## src/rtl/video_pkg.sv

```systemverilog
// Shared types and elaboration-time helpers for the video layer compositor.
//   rgb_t       : 24-bit pixel {r, g, b}
//   comp_mode_t : composition mode held in the active configuration
//   max_lat     : largest per-layer latency in a packed latency vector
//   lat_at      : latency of one layer from a packed latency vector
//   decode_mode : maps the 2-bit mode request onto comp_mode_t (3 aliases SELECT)
package video_pkg;

  typedef struct packed {
    logic [7:0] r;
    logic [7:0] g;
    logic [7:0] b;
  } rgb_t;

  typedef enum logic [1:0] {
    SELECT  = 2'd0,
    OVERLAY = 2'd1,
    BLANK   = 2'd2
  } comp_mode_t;

  // Latency vectors are passed zero-extended to 256 bits so one function
  // serves every NUM_LAYERS/LAT_W combination.
  function automatic int unsigned lat_at(input logic [255:0] lat,
                                         input int unsigned idx,
                                         input int unsigned w);
    int unsigned v;
    v = 0;
    for (int unsigned b = 0; b < w; b++) begin
      if (lat[idx*w + b]) v = v | (32'd1 << b);
    end
    return v;
  endfunction

  function automatic int unsigned max_lat(input logic [255:0] lat,
                                          input int unsigned n,
                                          input int unsigned w);
    int unsigned m;
    m = 0;
    for (int unsigned i = 0; i < n; i++) begin
      if (lat_at(lat, i, w) > m) m = lat_at(lat, i, w);
    end
    return m;
  endfunction

  function automatic comp_mode_t decode_mode(input logic [1:0] m);
    case (m)
      2'd1:    return OVERLAY;
      2'd2:    return BLANK;
      default: return SELECT;
    endcase
  endfunction

endpackage

```

## src/rtl/video_layer_compositor_pipe_delay.sv

```systemverilog
// pipe_delay: fixed-depth shift register with asynchronous active-low clear.
//   clk   : clock
//   rst_n : asynchronous clear, active-low
//   d     : WIDTH-bit input
//   q     : d delayed by DEPTH cycles (DEPTH=0 is a plain wire)
module pipe_delay #(
  parameter int unsigned WIDTH = 1,
  parameter int unsigned DEPTH = 1
) (
  input  logic             clk,
  input  logic             rst_n,
  input  logic [WIDTH-1:0] d,
  output logic [WIDTH-1:0] q
);

  if (DEPTH == 0) begin : g_wire
    logic unused_ok;
    assign unused_ok = &{1'b0, clk, rst_n};
    assign q = d;
  end else begin : g_pipe
    logic [DEPTH*WIDTH-1:0] sr;

    if (DEPTH == 1) begin : g_one
      always_ff @(posedge clk or negedge rst_n) begin
        if (!rst_n) sr <= '0;
        else        sr <= d;
      end
    end else begin : g_many
      always_ff @(posedge clk or negedge rst_n) begin
        if (!rst_n) sr <= '0;
        else        sr <= {sr[(DEPTH-1)*WIDTH-1:0], d};
      end
    end

    assign q = sr[DEPTH*WIDTH-1 -: WIDTH];
  end

endmodule

```

## src/rtl/video_layer_compositor.sv

```systemverilog
// video_layer_compositor: aligns NUM_LAYERS pixel sources of differing
// latency to a common depth, composites them and emits RGB plus matching syncs.
//   clk_pixel_in, rst_in (async, active-low)
//   hs_in/vs_in/ad_in/nf_in : sync sample from the timing generator
//   pix_in   : layer i at [24*i +: 24], LAYER_LAT[i] cycles behind its sync
//   sel_in   : layer requested for SELECT mode
//   mode_in  : 0/3 SELECT, 1 OVERLAY, 2 BLANK
//   red/green/blue_out, hs/vs/ad/nf_out : registered, D_MAX+1 after the sync
//   active_sel_out/active_mode_out     : configuration in effect
//   cfg_err_out : one-cycle pulse with nf_out when sel_in was out of range
module video_layer_compositor
  import video_pkg::*;
#(
  parameter int unsigned NUM_LAYERS = 2,
  parameter int unsigned LAT_W = 4,
  parameter logic [NUM_LAYERS*LAT_W-1:0] LAYER_LAT = {4'd5, 4'd3},
  parameter logic [23:0] KEY_COLOR = 24'hFF00FF,
  localparam int unsigned SEL_W = (NUM_LAYERS > 1) ? $clog2(NUM_LAYERS) : 1
) (
  input  logic                    clk_pixel_in,
  input  logic                    rst_in,
  input  logic                    hs_in,
  input  logic                    vs_in,
  input  logic                    ad_in,
  input  logic                    nf_in,
  input  logic [24*NUM_LAYERS-1:0] pix_in,
  input  logic [SEL_W-1:0]        sel_in,
  input  logic [1:0]              mode_in,
  output logic [7:0]              red_out,
  output logic [7:0]              green_out,
  output logic [7:0]              blue_out,
  output logic                    hs_out,
  output logic                    vs_out,
  output logic                    ad_out,
  output logic                    nf_out,
  output logic [SEL_W-1:0]        active_sel_out,
  output logic [1:0]              active_mode_out,
  output logic                    cfg_err_out
);

  localparam int unsigned D_MAX = max_lat(256'(LAYER_LAT), NUM_LAYERS, LAT_W);

  logic [3:0]       sync_a;
  logic             ad_a;
  logic             nf_a;
  logic [SEL_W-1:0] active_sel;
  comp_mode_t       active_mode;
  logic [SEL_W-1:0] eff_sel;
  comp_mode_t       eff_mode;
  logic             sel_bad;
  rgb_t             pix_next;
  rgb_t             pix_q;

  // Per-layer alignment plus two priority chains: the overlay chain keeps the
  // highest-index non-key layer (falling back to layer 0), the select chain
  // picks the layer matching eff_sel.
  logic [24*NUM_LAYERS-1:0] aligned;
  rgb_t                     ovl_chain [NUM_LAYERS];
  rgb_t                     sel_chain [NUM_LAYERS];

  for (genvar i = 0; i < NUM_LAYERS; i++) begin : g_layer
    localparam int unsigned DEPTH = D_MAX - lat_at(256'(LAYER_LAT), i, LAT_W);

    pipe_delay #(.WIDTH(24), .DEPTH(DEPTH)) u_dly (
      .clk   (clk_pixel_in),
      .rst_n (rst_in),
      .d     (pix_in[24*i +: 24]),
      .q     (aligned[24*i +: 24])
    );

    if (i == 0) begin : g_first
      assign ovl_chain[0] = aligned[23:0];
      assign sel_chain[0] = aligned[23:0];
    end else begin : g_next
      assign ovl_chain[i] = (aligned[24*i +: 24] != KEY_COLOR) ? aligned[24*i +: 24]
                                                                : ovl_chain[i-1];
      assign sel_chain[i] = (32'(eff_sel) == i) ? aligned[24*i +: 24] : sel_chain[i-1];
    end
  end

  pipe_delay #(.WIDTH(4), .DEPTH(D_MAX)) u_sync (
    .clk   (clk_pixel_in),
    .rst_n (rst_in),
    .d     ({hs_in, vs_in, ad_in, nf_in}),
    .q     (sync_a)
  );

  assign ad_a    = sync_a[1];
  assign nf_a    = sync_a[0];
  assign sel_bad = (32'(sel_in) >= NUM_LAYERS);

  // The configuration loaded on an nf_a cycle already governs that cycle.
  always_comb begin
    eff_sel  = active_sel;
    eff_mode = active_mode;
    if (nf_a) begin
      eff_mode = decode_mode(mode_in);
      if (!sel_bad) eff_sel = sel_in;
    end
  end

  always_comb begin
    pix_next = '0;
    if (ad_a) begin
      case (eff_mode)
        SELECT:  pix_next = sel_chain[NUM_LAYERS-1];
        OVERLAY: pix_next = ovl_chain[NUM_LAYERS-1];
        default: pix_next = '0;
      endcase
    end
  end

  always_ff @(posedge clk_pixel_in or negedge rst_in) begin
    if (!rst_in) begin
      pix_q       <= '0;
      hs_out      <= 1'b0;
      vs_out      <= 1'b0;
      ad_out      <= 1'b0;
      nf_out      <= 1'b0;
      active_sel  <= '0;
      active_mode <= SELECT;
      cfg_err_out <= 1'b0;
    end else begin
      pix_q       <= pix_next;
      hs_out      <= sync_a[3];
      vs_out      <= sync_a[2];
      ad_out      <= sync_a[1];
      nf_out      <= sync_a[0];
      active_sel  <= eff_sel;
      active_mode <= eff_mode;
      cfg_err_out <= nf_a & sel_bad;
    end
  end

  assign red_out         = pix_q.r;
  assign green_out       = pix_q.g;
  assign blue_out        = pix_q.b;
  assign active_sel_out  = active_sel;
  assign active_mode_out = active_mode;

endmodule
```

## config.mk

```make
export PLATFORM = sky130hd
export DESIGN_NAME = video_layer_compositor
export DESIGN_NICKNAME = d
export VERILOG_FILES = /design/src/rtl/video_pkg.sv /design/src/rtl/video_layer_compositor_pipe_delay.sv /design/src/rtl/video_layer_compositor.sv
export SDC_FILE = /design/constraint.sdc
export NUM_CORES = 1
export LEC_CHECK = 0
export ABC_CLOCK_PERIOD_IN_PS = 2200
export BUFFER_PORTS_ARGS = -buffer_cell sky130_fd_sc_hd__buf_2
export CORE_UTILIZATION = 45
export DETAILED_ROUTE_END_ITERATION = 12
export PLACE_DENSITY = 0.69
export SLEW_MARGIN = 0
export SYNTH_ARGS = -nofsm -noshare
export SYNTH_HDL_FRONTEND = slang
export SYNTH_SLANG_ARGS = --single-unit
```

## constraint.sdc

```tcl
create_clock -name clk_pixel_in -period 2.2 [get_ports clk_pixel_in]
set_clock_uncertainty 0.1 [all_clocks]
set_input_delay 0.44 -clock clk_pixel_in [delete_from_list [all_inputs] [get_ports clk_pixel_in]]
set_output_delay 0.44 -clock clk_pixel_in [all_outputs]
set_load 0.1 [all_outputs]
```

==> results.txt <==
----------------------------------------------------
[Status]
  Result of the run ... completed

[CTS]
  Clock root buffer ... clkbuf_8
  CTS tree ... done
  Total CTS buffers ... 9
  Number of H-tree branching levels ... 3
  Clock insertion delay at the later pin of the skew report ... 0.36 ns
  Setup Fix Bufs, Post-CTS ... 0
  Clock-pin slew on the worst setup and hold paths ... around 0.09 ns
  Number of instances resized during post-cts repair ... 0
  Maximum buffer depth of the clock tree ... 2
  Sink count of the clock tree ... 99

[Floorplanning]
  DIE WIDTH ... around 90 um
  Core footprint ... 7370 sq um
  Total I/O pin count ... a little under 90
  Initial standard-cell utilization of the core ... 0.474
  Die height ... roughly 90 um
  Number of rows in the core area ... 31
  Die Area ... about 8100 sq um

[Synthesis]
  Post-synth top area share ... 0.709
  Area fraction in and, or, nand and nor cells after synthesis ... 0.0806
  Warnings, synthesis ... 0
  Seq/Total Area, Yosys ... 0.709
  Mux cell area share after synthesis ... 0
  Main synth FF type ... dfrtp_1
  Yosys reg bits ... between 90 and 100
  Area leader, netlist ... dfrtp_1
  Count of flip-flops with a built-in enable after synthesis ... 0
  Dominant combinational cell family by area after synthesis ... compound AO/OA/AOI/OAI gates
  Area share of fa/ha/maj cells after synthesis ... 0
  Parity-gate share of the synthesized area counting xor and xnor cells ... 0.00251
  Cell types with the largest area share after synthesis ... dfrtp_1 71%, o221ai_2 4.3%, a22oi_1 3.4%, inv_1 3.1%, nand2_1 2.6%
  Distinct cell type count of the synthesized netlist ... 38
  Mapped Nets ... slightly above 300
  Mapped cell area ... between 3000 and 4000 sq um
  Share of flip-flops with an asynchronous set or reset after synthesis ... 1.00
  Post-synthesis compound-gate area fraction ... 0.145
  Syn Inst Count ... 248
  Post-Syn Area per Cell ... approximately 14 sq um

[Power and ir drop]
  Cell leakage power ... 2.08 nW
  Total power draw ... 4.03 mW
  Max VDD drop ... ~0.42 mV
  Areal power density over the cells ... around 940 nW/um^2

[Critical path]
  Crit-path cells ... or3_4 -> o32ai_4 -> a22oi_1 -> o221ai_1
  Data arrival at the endpoint of the critical path ... 2.20 ns
  Reg-to-reg critical path startpoint ... u_sync.g_pipe.sr[16]
  Max incr delay on CP ... 0.50 ns
  Crit. Startpoint ... u_sync.g_pipe.sr[16]
  Worst-path cell with the longest stage delay ... dfrtp_1
  Required time worst endpoint ... 2.37 ns
  Maximum fanout count along the critical path ... 17
  Worst Path Buf+Inv ... 0
  Worst Setup Path Type ... reg2reg
  Cell type group with the largest total delay on the critical path ... compound AO/OA/AOI/OAI gates
  Type of element launching the critical path ... flop
  Setup crit end kind ... flop

[STA]
  Top achievable clock speed ... ~0.5 GHz
  Setup repair after global routing missed its margin ... no
  Transition at the pin with the smallest max-transition slack ... 0.795 ns
  Normalized max-slew margin ... 0.470
  Final setup vio count ... 0
  Crit share post-route ... 0.923
  Pins over their slew limit ... 0
  Tightest hold margin ... around 0.075 ns
  Number of hold violations in the final report ... 0
  Time the final worst path needs with I/O delays and setup ... 2.03 ns
  Setup TNS ... 0 ns
  Slack of the critical path ... 0.170 ns

[Worst hold path]
  Path category of the worst min-delay check ... in2reg
  Hold Crit Start ... pix_in[12]

[Detailed routing]
  Number of vias after detailed routing ... around 2.2k
  Via density per instance ... between 4 and 5
  Total DRC errors in the routed layout ... 0
  DR WL/cell ... about 15 um
  Count of antenna-violating nets left after detailed routing ... 0
  Initial DRC Count ... 99
  Total wire length ... 6530 um
  TritonRoute pass-1 iters ... 4

[Global routing]
  Overall routing resource usage ... 0.170
  Overflow after GRT ... 0
  Vias in the first global route ... between 2k and 2.5k
  Maximum number of pins on one net before global-route repair ... 57
  Global-route wire length before repair ... about 10000 um
  Initial antenna violation count ... 0

[Placement]
  Quantity of I/O buffers inserted on ports ... 87
  Final weighted congestion of routability-driven global placement ... 0.834
  Worst slack at placement ... between 0.09 and 0.1 ns
  HPWL reported at the end of detailed placement ... about 4500 um

[Final layout]
  Final #Nets ... 400
  Layout cells sized above 1 ... 0.374
  P&R area growth vs syn ... 22.7%
  Antenna diode count ... 0
  Final core utilization ... 0.581

[Run]
  Max-cap viol count ... 0

----------------------------------------------------
==> through the flow <==
step                std cells  cell area [sq um]
floorplan                 248               3490
finish                    447               4290
global route              447               4290
detailed placement        430               4040
global placement          430               4040
CTS                       447               4290
==> cells in the mapped netlist (all sizes together), types with 2 or more instances <==
| cell | count |
|---|---|
| inv | 29 |
| a22oi | 16 |
| o22ai | 7 |
| nand4b | 2 |
| o211ai | 2 |
| o21ai | 3 |
| o31ai | 2 |
| o221ai | 16 |
| nand4 | 2 |
| buf | 12 |
| nand3 | 16 |
| nand2 | 24 |
| dfrtp | 99 |
==> path summary, 6_finish.rpt <==
| check | to | slack (ns) | depth (start not counted) |
|---|---|---|---|
| max in group asynchronous | blue_out[4] | 1.03 | 3 |
| worst min register to register | g_layer[0].u_dly.g_pipe.sr[41] | 0.25 | 0 |
| worst max register to register | blue_out[2] | 0.17 | 4 |
| min in group asynchronous | g_layer[0].u_dly.g_pipe.sr[8] | 0.32 | 2 |
| worst max-delay path | blue_out[2] | 0.17 | 4 |
| worst min-delay path | g_layer[0].u_dly.g_pipe.sr[12] | 0.08 | 1 |
==> kinds of logic after synthesis <==
kind of cell	count (synthesis)
buf+inv	42
other cells	1
xor+xnor	1
compound gates	51
flops	99
simple gates	54
==> report_power, final <==
group / switching, mW / internal, mW / total (mW)
Clock: 0.595 / 0.706 / 1.30
Combinational: 0.601 / 0.161 / 0.762
Sequential: 0.0371 / 1.93 / 1.97
==> layout by cell type, fill, tap and decap left out, types with 2 or more instances in the layout <==
master and n:
nand3_1 16, inv_1 29, a22oi_1 16, o31ai_1 2
o22ai_1 6, bufinv_16 2, o211ai_1 2, buf_4 8
buf_12 2, buf_2 86, nand4_1 2, o221ai_1 6
nand4b_1 2, o21ai_0 2, o221ai_2 10, clkbuf_8 11
nand2_1 24, dfrtp_1 99
==> area by class of cell <==
class	count	area, sq um
Fill cell	638	3080
Sequential cell	99	2480
Multi-Input combinational cell	107	801
Timing Repair Buffer	97	541
Clock buffer	11	151
Tap cell	99	124
Inverter	29	109
Clock inverter	5	82.6
==> registers in the layout, summed over array words and instances (netlist names), 2 cells and up <==
register and count:
g_layer.u_dly.g_pipe.sr 48, u_sync.g_pipe.sr 20, blue_out 8, green_out 8, red_out 8, active_mode_out 2
==> repair_timing <==
item,in CTS,in global routing
hold buffers,1,0
setup endpoints to repair,0,0
endpoints found under the hold margin,5,0
==> per-layer routing <==
layer  GRT usage  wire length, um  up-vias
met5           0                0        -
met4      0.0806              116        0
met3      0.0482              367        9
met2       0.261             3240       68
met1       0.225             2800     1096
li1            -                -     1049
Power figures use the tool's default switching activity.
